**config.mk**
```make
export PLATFORM = sky130hd
export DESIGN_NAME = mux_2x1_stream_flat
export DESIGN_NICKNAME = d
export VERILOG_FILES = /design/src/rtl/mux_2x1_stream_pkg.sv /design/src/rtl/mux_2x1_stream_if.sv /design/src/rtl/mux_2x1_stream_rr_arb_2.sv /design/src/rtl/mux_2x1_stream.sv /design/src/flat_wrapper.sv
export SDC_FILE = /design/constraint.sdc
export NUM_CORES = 1
export LEC_CHECK = 0
export BUFFER_PORTS_ARGS = -buffer_cell sky130_fd_sc_hd__buf_2
export CELL_PAD_IN_SITES_DETAIL_PLACEMENT = 1
export CELL_PAD_IN_SITES_GLOBAL_PLACEMENT = 2
export CORE_MARGIN = 4
export CORE_UTILIZATION = 26
export DETAILED_ROUTE_END_ITERATION = 12
export GPL_ROUTABILITY_DRIVEN = 0
export MAX_ROUTING_LAYER = met4
export PLACE_DENSITY = 0.74
export SKIP_LAST_GASP = 1
export SYNTH_ARGS = -nofsm -noshare
export SYNTH_HDL_FRONTEND = slang
export SYNTH_HIERARCHICAL = 1
export SYNTH_SLANG_ARGS = --single-unit
```
**constraint.sdc**
```tcl
create_clock -name clk -period 1.72 [get_ports clk]
set_input_delay 0.258 -clock clk [delete_from_list [all_inputs] [get_ports clk]]
set_output_delay 0.258 -clock clk [all_outputs]
set_load 0.01 [all_outputs]
```
**src/rtl/mux_2x1_stream_pkg.sv**
```systemverilog
// Shared constants for the 2-to-1 stream multiplexer slice.
// Select encoding, default widths and the output-register state encoding.
package mux_2x1_stream_pkg;

    // Source index carried on out_sel and used by the arbiter.
    localparam logic SEL_IN1 = 1'b0;
    localparam logic SEL_IN2 = 1'b1;

    // Default data and counter widths.
    localparam int DEF_WIDTH = 8;
    localparam int DEF_CNT_W = 16;

    // Output register state: EMPTY holds nothing, FULL holds one word.
    typedef logic [0:0] state_t;
    localparam state_t ST_EMPTY = 1'b0;
    localparam state_t ST_FULL  = 1'b1;

    // Index of the source that is not `sel`.
    function automatic logic other_sel(input logic sel);
        return (sel == SEL_IN1) ? SEL_IN2 : SEL_IN1;
    endfunction

endpackage

```
**src/rtl/mux_2x1_stream_if.sv**
```systemverilog
// Signal bundle for mux_2x1_stream: two input lanes, the merged output and
// the per-lane transfer counters.
//
// Handshake rule for every lane: a word moves on a rising edge where its
// valid and ready are both high. A producer holds data stable while valid is
// high and ready is low. Ready may depend combinationally on valid.
//
// modport master: the environment side (drives input lanes and out_ready).
// modport slave : the multiplexer side (drives readies, output and counters).
interface mux_2x1_stream_if #(
    parameter int WIDTH = 8,
    parameter int CNT_W = 16
);
    logic [WIDTH-1:0] in1;
    logic             in1_valid;
    logic             in1_ready;
    logic [WIDTH-1:0] in2;
    logic             in2_valid;
    logic             in2_ready;
    logic [WIDTH-1:0] out;
    logic             out_valid;
    logic             out_ready;
    logic             out_sel;
    logic [CNT_W-1:0] cnt1;
    logic [CNT_W-1:0] cnt2;

    modport master (
        output in1, in1_valid, in2, in2_valid, out_ready,
        input  in1_ready, in2_ready, out, out_valid, out_sel, cnt1, cnt2
    );

    modport slave (
        input  in1, in1_valid, in2, in2_valid, out_ready,
        output in1_ready, in2_ready, out, out_valid, out_sel, cnt1, cnt2
    );

endinterface

```
**src/rtl/mux_2x1_stream_rr_arb_2.sv**
```systemverilog
// Two-way arbiter for mux_2x1_stream.
// Default build: round-robin; on a tie the requester that did not win last
// is granted. last_sel resets to SEL_IN2 so in1 wins the first tie, and it
// moves only when `advance` reports an accepted transfer.
// With MUX_2X1_STREAM_FIXED_PRIO_EN defined: strict priority to req[0]
// and no pointer state at all.
module rr_arb_2
    import mux_2x1_stream_pkg::*;
(
    input  logic       clk,
    input  logic       rst,
    input  logic [1:0] req,
    input  logic       advance,
    output logic [1:0] gnt,
    output logic       gnt_idx
);

`ifdef MUX_2X1_STREAM_FIXED_PRIO_EN

    // Clock, reset and advance have no role without a pointer.
    wire unused_ok = &{1'b0, clk, rst, advance};

    // Strict priority: req[0] always wins when present.
    always_comb begin
        gnt     = 2'b00;
        gnt_idx = SEL_IN1;
        if (req[0]) begin
            gnt     = 2'b01;
            gnt_idx = SEL_IN1;
        end else if (req[1]) begin
            gnt     = 2'b10;
            gnt_idx = SEL_IN2;
        end
    end

`else

    logic last_sel;

    // Pointer to the most recent winner; updated only on an accepted transfer.
    always_ff @(posedge clk) begin
        if (rst) begin
            last_sel <= SEL_IN2;
        end else if (advance) begin
            last_sel <= gnt_idx;
        end
    end

    // Grant the lone requester, or on a tie the one that did not win last.
    always_comb begin
        gnt     = 2'b00;
        gnt_idx = SEL_IN1;
        case (req)
            2'b01: begin
                gnt     = 2'b01;
                gnt_idx = SEL_IN1;
            end
            2'b10: begin
                gnt     = 2'b10;
                gnt_idx = SEL_IN2;
            end
            2'b11: begin
                gnt_idx = other_sel(last_sel);
                gnt     = (gnt_idx == SEL_IN2) ? 2'b10 : 2'b01;
            end
            default: begin
                gnt     = 2'b00;
                gnt_idx = SEL_IN1;
            end
        endcase
    end

`endif

endmodule

```
**src/rtl/mux_2x1_stream.sv**
```systemverilog
// mux_2x1_stream: merges two valid/ready lanes onto one registered output.
// out_sel tags each output word with its source (0 = in1, 1 = in2) so a
// downstream 1x2 demux can re-split the stream. cnt1/cnt2 count accepted
// words per lane and saturate at all ones.
// Build option: define MUX_2X1_STREAM_FIXED_PRIO_EN for strict in1 priority
// instead of round-robin (handled inside rr_arb_2).
// dbg_state exposes the output-register state (ST_EMPTY / ST_FULL).
module mux_2x1_stream
    import mux_2x1_stream_pkg::*;
#(
    parameter int WIDTH = DEF_WIDTH,
    parameter int CNT_W = DEF_CNT_W
) (
    input  logic                     clk,
    input  logic                     rst,
    mux_2x1_stream_if.slave          bus,
    output state_t                   dbg_state
);

    state_t           state;
    logic [WIDTH-1:0] out_q;
    logic             sel_q;
    logic [CNT_W-1:0] cnt1_q;
    logic [CNT_W-1:0] cnt2_q;

    logic [1:0]       req;
    logic [1:0]       gnt;
    logic             gnt_idx;
    logic             can_load;
    logic             load;
    logic             acc1;
    logic             acc2;

    localparam logic [CNT_W-1:0] CNT_ONE = {{(CNT_W-1){1'b0}}, 1'b1};

    assign req = {bus.in2_valid, bus.in1_valid};

    rr_arb_2 u_arb (
        .clk     (clk),
        .rst     (rst),
        .req     (req),
        .advance (load),
        .gnt     (gnt),
        .gnt_idx (gnt_idx)
    );

    // The register can take a word when empty or being drained this cycle.
    // Readies are held low during reset so nothing is consumed while the
    // block is being cleared.
    always_comb begin
        can_load      = (state == ST_EMPTY) || bus.out_ready;
        load          = can_load && (|req) && !rst;
        bus.in1_ready = gnt[0] && can_load && !rst;
        bus.in2_ready = gnt[1] && can_load && !rst;
        acc1          = bus.in1_valid && bus.in1_ready;
        acc2          = bus.in2_valid && bus.in2_ready;
    end

    // Output register FSM: refill on load (no bubble), empty when drained
    // with nothing to take, otherwise hold.
    always_ff @(posedge clk) begin
        if (rst) begin
            state <= ST_EMPTY;
            out_q <= '0;
            sel_q <= SEL_IN1;
        end else if (load) begin
            state <= ST_FULL;
            out_q <= (gnt_idx == SEL_IN2) ? bus.in2 : bus.in1;
            sel_q <= gnt_idx;
        end else if (bus.out_ready) begin
            state <= ST_EMPTY;
        end
    end

    // Per-lane saturating transfer counters.
    always_ff @(posedge clk) begin
        if (rst) begin
            cnt1_q <= '0;
            cnt2_q <= '0;
        end else begin
            if (acc1 && (cnt1_q != '1)) begin
                cnt1_q <= cnt1_q + CNT_ONE;
            end
            if (acc2 && (cnt2_q != '1)) begin
                cnt2_q <= cnt2_q + CNT_ONE;
            end
        end
    end

    // Registered outputs only; no path from input data to out.
    always_comb begin
        bus.out       = out_q;
        bus.out_valid = (state == ST_FULL);
        bus.out_sel   = sel_q;
        bus.cnt1      = cnt1_q;
        bus.cnt2      = cnt2_q;
        dbg_state     = state;
    end

endmodule
```
**src/flat_wrapper.sv**
```systemverilog
// flat-port wrapper written by rule: the top's interface ports become plain ports
module mux_2x1_stream_flat import mux_2x1_stream_pkg::*;
#(
    parameter int WIDTH = DEF_WIDTH,
    parameter int CNT_W = DEF_CNT_W
)
  (clk, rst, dbg_state, bus_in1, bus_in1_valid, bus_in2, bus_in2_valid, bus_out_ready, bus_in1_ready, bus_in2_ready, bus_out, bus_out_valid, bus_out_sel, bus_cnt1, bus_cnt2);
  mux_2x1_stream_if #(.WIDTH(WIDTH), .CNT_W(CNT_W)) bus_i ();
  input  logic clk;
  input  logic rst;
  output state_t dbg_state;
  input wire logic [$bits(bus_i.in1)-1:0] bus_in1;
  input wire logic [$bits(bus_i.in1_valid)-1:0] bus_in1_valid;
  input wire logic [$bits(bus_i.in2)-1:0] bus_in2;
  input wire logic [$bits(bus_i.in2_valid)-1:0] bus_in2_valid;
  input wire logic [$bits(bus_i.out_ready)-1:0] bus_out_ready;
  output wire logic [$bits(bus_i.in1_ready)-1:0] bus_in1_ready;
  output wire logic [$bits(bus_i.in2_ready)-1:0] bus_in2_ready;
  output wire logic [$bits(bus_i.out)-1:0] bus_out;
  output wire logic [$bits(bus_i.out_valid)-1:0] bus_out_valid;
  output wire logic [$bits(bus_i.out_sel)-1:0] bus_out_sel;
  output wire logic [$bits(bus_i.cnt1)-1:0] bus_cnt1;
  output wire logic [$bits(bus_i.cnt2)-1:0] bus_cnt2;
  assign bus_i.in1 = bus_in1;
  assign bus_i.in1_valid = bus_in1_valid;
  assign bus_i.in2 = bus_in2;
  assign bus_i.in2_valid = bus_in2_valid;
  assign bus_i.out_ready = bus_out_ready;
  assign bus_in1_ready = bus_i.in1_ready;
  assign bus_in2_ready = bus_i.in2_ready;
  assign bus_out = bus_i.out;
  assign bus_out_valid = bus_i.out_valid;
  assign bus_out_sel = bus_i.out_sel;
  assign bus_cnt1 = bus_i.cnt1;
  assign bus_cnt2 = bus_i.cnt2;
  mux_2x1_stream #(.WIDTH(WIDTH), .CNT_W(CNT_W)) u_core (.clk(clk), .rst(rst), .bus(bus_i), .dbg_state(dbg_state));
endmodule
```
==> metrics.txt <==
# TYPE chip_impl_metric gauge
chip_impl_metric{name="row_count",unit=""} 33
chip_impl_metric{name="max_cap_viol_count",unit=""} 0
chip_impl_metric{name="hold_viol_final",unit=""} 0
chip_impl_metric{name="area_growth_syn_to_layout",unit="%"} 41.9
chip_impl_metric{name="portBuffers",unit=""} 65
chip_impl_metric{name="synth_top_area_share",unit="%"} 39.7
chip_impl_metric{name="clock_tree.buffer_depth",unit=""} 2
chip_impl_metric{name="max_slew.worst_pin.slew",unit="ns"} 0.318
chip_impl_metric{name="detail_route.first_pass.iterations",unit=""} 4
chip_impl_info{name="timing.hold.worst.class",value="primary input to flop"} 1
chip_impl_info{name="uppermost_routed_layer",value="met4"} 1
chip_impl_metric{name="clk_transition_reported_paths",unit="ns"} 0.08
chip_impl_metric{name="synth-edff-count",unit=""} 0
chip_impl_metric{name="gr-usage-all-layers",unit="%"} 13.3
chip_impl_metric{name="regArea",unit="um^2"} 865
chip_impl_metric{name="postSynthNetCount",unit=""} 272
chip_impl_metric{name="clock_sink_count",unit=""} 43
chip_impl_metric{name="cts_max_level",unit=""} 2
chip_impl_info{name="crit_path_end_kind",value="flop"} 1
chip_impl_metric{name="antenna_found_initial",unit=""} 0
chip_impl_metric{name="detail_route.wl_per_cell",unit="um"} 13.6
chip_impl_metric{name="vdd_drop_max",unit="V"} 0.000279
chip_impl_metric{name="seqPwrFrac",unit="%"} 54.0
chip_impl_metric{name="power.internal",unit="uW"} 1440
chip_impl_metric{name="critPathArrivalTime",unit="ns"} 1.85
chip_impl_metric{name="grt_pass1_vias",unit=""} 2209
chip_impl_metric{name="place.detailed.hpwl",unit="um"} 4800
chip_impl_metric{name="power_density",unit="mW/mm^2"} 622
chip_impl_metric{name="relSlewSlack",unit="%"} 78.8
chip_impl_metric{name="yosysWarningCount",unit=""} 6
chip_impl_metric{name="cts_inserted_buffers",unit=""} 5
chip_impl_metric{name="netlist_area",unit="mm^2"} 0.00217
chip_impl_info{name="unrepaired_setup_endpoints_after_global_routing",value="yes"} 1
chip_impl_info{name="worstSetupPathType",value="flop to flop"} 1
chip_impl_metric{name="postPlaceCellArea",unit="mm^2"} 0.00285
chip_impl_metric{name="floorplan.initialDensity",unit="%"} 26.5
chip_impl_metric{name="grt_max_degree",unit=""} 27
chip_impl_metric{name="ys_async_sr_fraction",unit="%"} 0
chip_impl_metric{name="post_layout_nonfiller_instances",unit=""} 455
chip_impl_metric{name="diodes",unit=""} 0
chip_impl_metric{name="cts.hold.buffers_added",unit=""} 0
chip_impl_metric{name="power_leakage",unit="uW"} 0.00128
chip_impl_metric{name="required",unit="ns"} 1.90
chip_impl_metric{name="clockPowerShare",unit="%"} 34.6
chip_impl_metric{name="routed_wl",unit="um"} 6210
chip_impl_metric{name="num-nets-final",unit=""} 373
chip_impl_info{name="status",value="complete, no violations"} 1
chip_impl_info{name="synthTopCellsByCount",value="dfxtp_1, nor2_1, nand2_1, xnor2_1, nand4_1"} 1
chip_impl_metric{name="drtIter0Drc",unit=""} 35
chip_impl_metric{name="yosys.cell_types.count",unit=""} 45
chip_impl_info{name="synth_largest_area_cell",value="dfxtp_1"} 1
chip_impl_metric{name="floorplan.core_area",unit="mm^2"} 0.00818
chip_impl_metric{name="post_synth_inst_count",unit=""} 249
chip_impl_metric{name="combinationalPowerShare",unit="%"} 11.4
chip_impl_metric{name="first_pass_grt_wire_length",unit="um"} 10600
chip_impl_info{name="cts_root_buf",value="clkbuf_8"} 1
chip_impl_metric{name="boundary_pins",unit=""} 66
chip_impl_info{name="yosysMostFrequentCell",value="dfxtp_1"} 1
chip_impl_metric{name="grt_ovf",unit=""} 0
chip_impl_metric{name="die_span_in_y",unit="um"} 99.3
chip_impl_metric{name="fin_util",unit="%"} 37.6
chip_impl_metric{name="crit_fanout",unit=""} 5
chip_impl_info{name="synth_area_leaders",value="dfxtp_1, nor2_1, xnor2_1"} 1
chip_impl_metric{name="switchingPower",unit="uW"} 477
chip_impl_metric{name="placed_cells",unit=""} 446
chip_impl_metric{name="vias",unit=""} 2148
chip_impl_metric{name="finalCritPeriodShare",unit="%"} 97.1
chip_impl_metric{name="detailroute.wirelength.met2",unit="um"} 2950
chip_impl_metric{name="stdcell_area",unit="mm^2"} 0.00307
chip_impl_metric{name="drive_gt1_share",unit="%"} 41.7
chip_impl_metric{name="timing.fmax",unit="MHz"} 599
chip_impl_metric{name="multi_input_comb_area",unit="mm^2"} 0.00135
chip_impl_info{name="synth_flop_cell",value="dfxtp_1"} 1
chip_impl_metric{name="residual_drc_count",unit=""} 0
chip_impl_metric{name="setup-violations-final",unit=""} 0
chip_impl_metric{name="n_fill_cell",unit=""} 1017
chip_impl_metric{name="clock_latency",unit="ns"} 0.29
chip_impl_metric{name="detail-route-antenna-nets",unit=""} 0
chip_impl_metric{name="synth_sequential_area_ratio",unit="%"} 39.7
chip_impl_info{name="startpoint_type",value="flop"} 1
chip_impl_metric{name="die_w",unit="um"} 99.3
chip_impl_metric{name="vias_per_cell",unit=""} 4.72
chip_impl_metric{name="finalWorstPathRequiredPeriod",unit="ns"} 1.67
chip_impl_info{name="tritoncts",value="yes"} 1
chip_impl_metric{name="design.die.area",unit="mm^2"} 0.00985
chip_impl_metric{name="power.switching_fraction",unit="%"} 24.9
chip_impl_metric{name="met3WireLength",unit="um"} 254
chip_impl_metric{name="fin_worst_skew",unit="ns"} 0.00433
chip_impl_metric{name="drt-met1-wl",unit="um"} 2940
chip_impl_metric{name="yosys_register_bits",unit=""} 43
chip_impl_metric{name="syn_avg_cell_area",unit="um^2"} 8.70
chip_impl_metric{name="final-max-slew-violation-count",unit=""} 0
chip_impl_metric{name="timing.setup.tns",unit="ns"} 0
[per-layer routing]
metal / vias up / GRT usage, %
met3: 5 / 2.45
li1: 1082 / -
met4: 0 / 3.47
met1: 1019 / 17.5
met2: 42 / 21.1
met5: - / -
[path summary, 6_finish.rpt]
check                                     start                                end  slack [ns]  depth (start not counted)
min                               bus_in2_valid  u_core/bus.out_valid$_SDFFE_PP0P_        0.25                          3
max reg2reg  u_core/u_arb/last_sel$_SDFFE_PP1P_    u_core/bus.cnt1[7]$_SDFFE_PP0P_        0.05                          7
min reg2reg     u_core/bus.out_sel$_SDFFE_PP0P_    u_core/bus.out_sel$_SDFFE_PP0P_        0.48                          2
max          u_core/u_arb/last_sel$_SDFFE_PP1P_    u_core/bus.cnt1[7]$_SDFFE_PP0P_        0.05                          7
[layout make-up]
| type | instances | area share, % |
|---|---|---|
| Sequential cell | 43 | 28.1 |
| Tap cell | 105 | 4.27 |
| Multi-Input combinational cell | 192 | 43.9 |
| Clock inverter | 1 | 0.163 |
| Timing Repair Buffer | 106 | 20.6 |
| Clock buffer | 6 | 2.69 |
| Inverter | 2 | 0.244 |
[flip-flops by register name, indices dropped and copies added, names as in the netlist]
signal                 flops
u_core/bus.cnt2           16
u_core/bus.out_valid       1
u_core/bus.out_sel         1
u_core/bus.cnt1           16
u_core/bus.out             8
u_core/u_arb/last_sel      1
[worst max-delay path, stage by stage, from the launching register on]
cell,delay (ns)
dfxtp_2,0.37
inv_1,0.06
a21boi_2,0.13
nand2_1,0.10
or3_4,0.40
nor4_4,0.28
xnor2_1,0.16
nor2_1,0.06
[metrics by stage]
step | setup slack [ns] | hold slack (ns) | total power [uW]
2_1_floorplan | -0.00273 | 0.352 | 1170
3_3_place_gp | -0.0980 | 0.460 | 1260
3_5_place_dp | -0.153 | 0.467 | 1270
4_1_cts | -0.00138 | 0.224 | 1950
5_1_grt | -0.0569 | 0.261 | 2010
6_report | 0.0496 | 0.247 | 1910
[cells by family after synthesis]
| family | share of synthesized area (%) |
|---|---|
| flip-flops | 39.7 |
| adder cells (fa/ha/maj) | 1.16 |
| AND/OR/NAND/NOR | 32.6 |
| multiplexers | 4.62 |
| buffers and inverters | 3.35 |
| XOR/XNOR | 8.90 |
| AO/OA/AOI/OAI | 9.59 |
[cell usage in the layout, fill, tap and decap left out, types with 4 or more instances in the layout]
master,instances
clkbuf_8,6
buf_2,65
and3_1,5
a21oi_1,5
nor3_2,5
dfxtp_1,40
a211oi_1,8
nor3_1,7
nand2b_1,4
xnor2_1,15
mux2i_1,10
nand4_1,12
nand3_1,9
buf_4,41
o21ai_0,5
xor2_1,7
nor2_1,40
nand2_1,16
[power groups by stage]
stage | Combinational, uW | Clock [uW] | Sequential, uW
2_1_floorplan | 107 | 0 | 1070
3_3_place_gp | 210 | 0 | 1050
3_5_place_dp | 215 | 0 | 1060
4_1_cts | 219 | 695 | 1030
5_1_grt | 245 | 731 | 1040
6_report | 218 | 663 | 1030
[repair_timing]
item | 4_1_cts | 5_1_grt
resized for setup | 9 | 16
setup buffers | 0 | 2
pin swaps | 0 | 4
endpoints found under the setup margin | 20 | 28
Note: power is estimated with default switching activity, not from simulation.
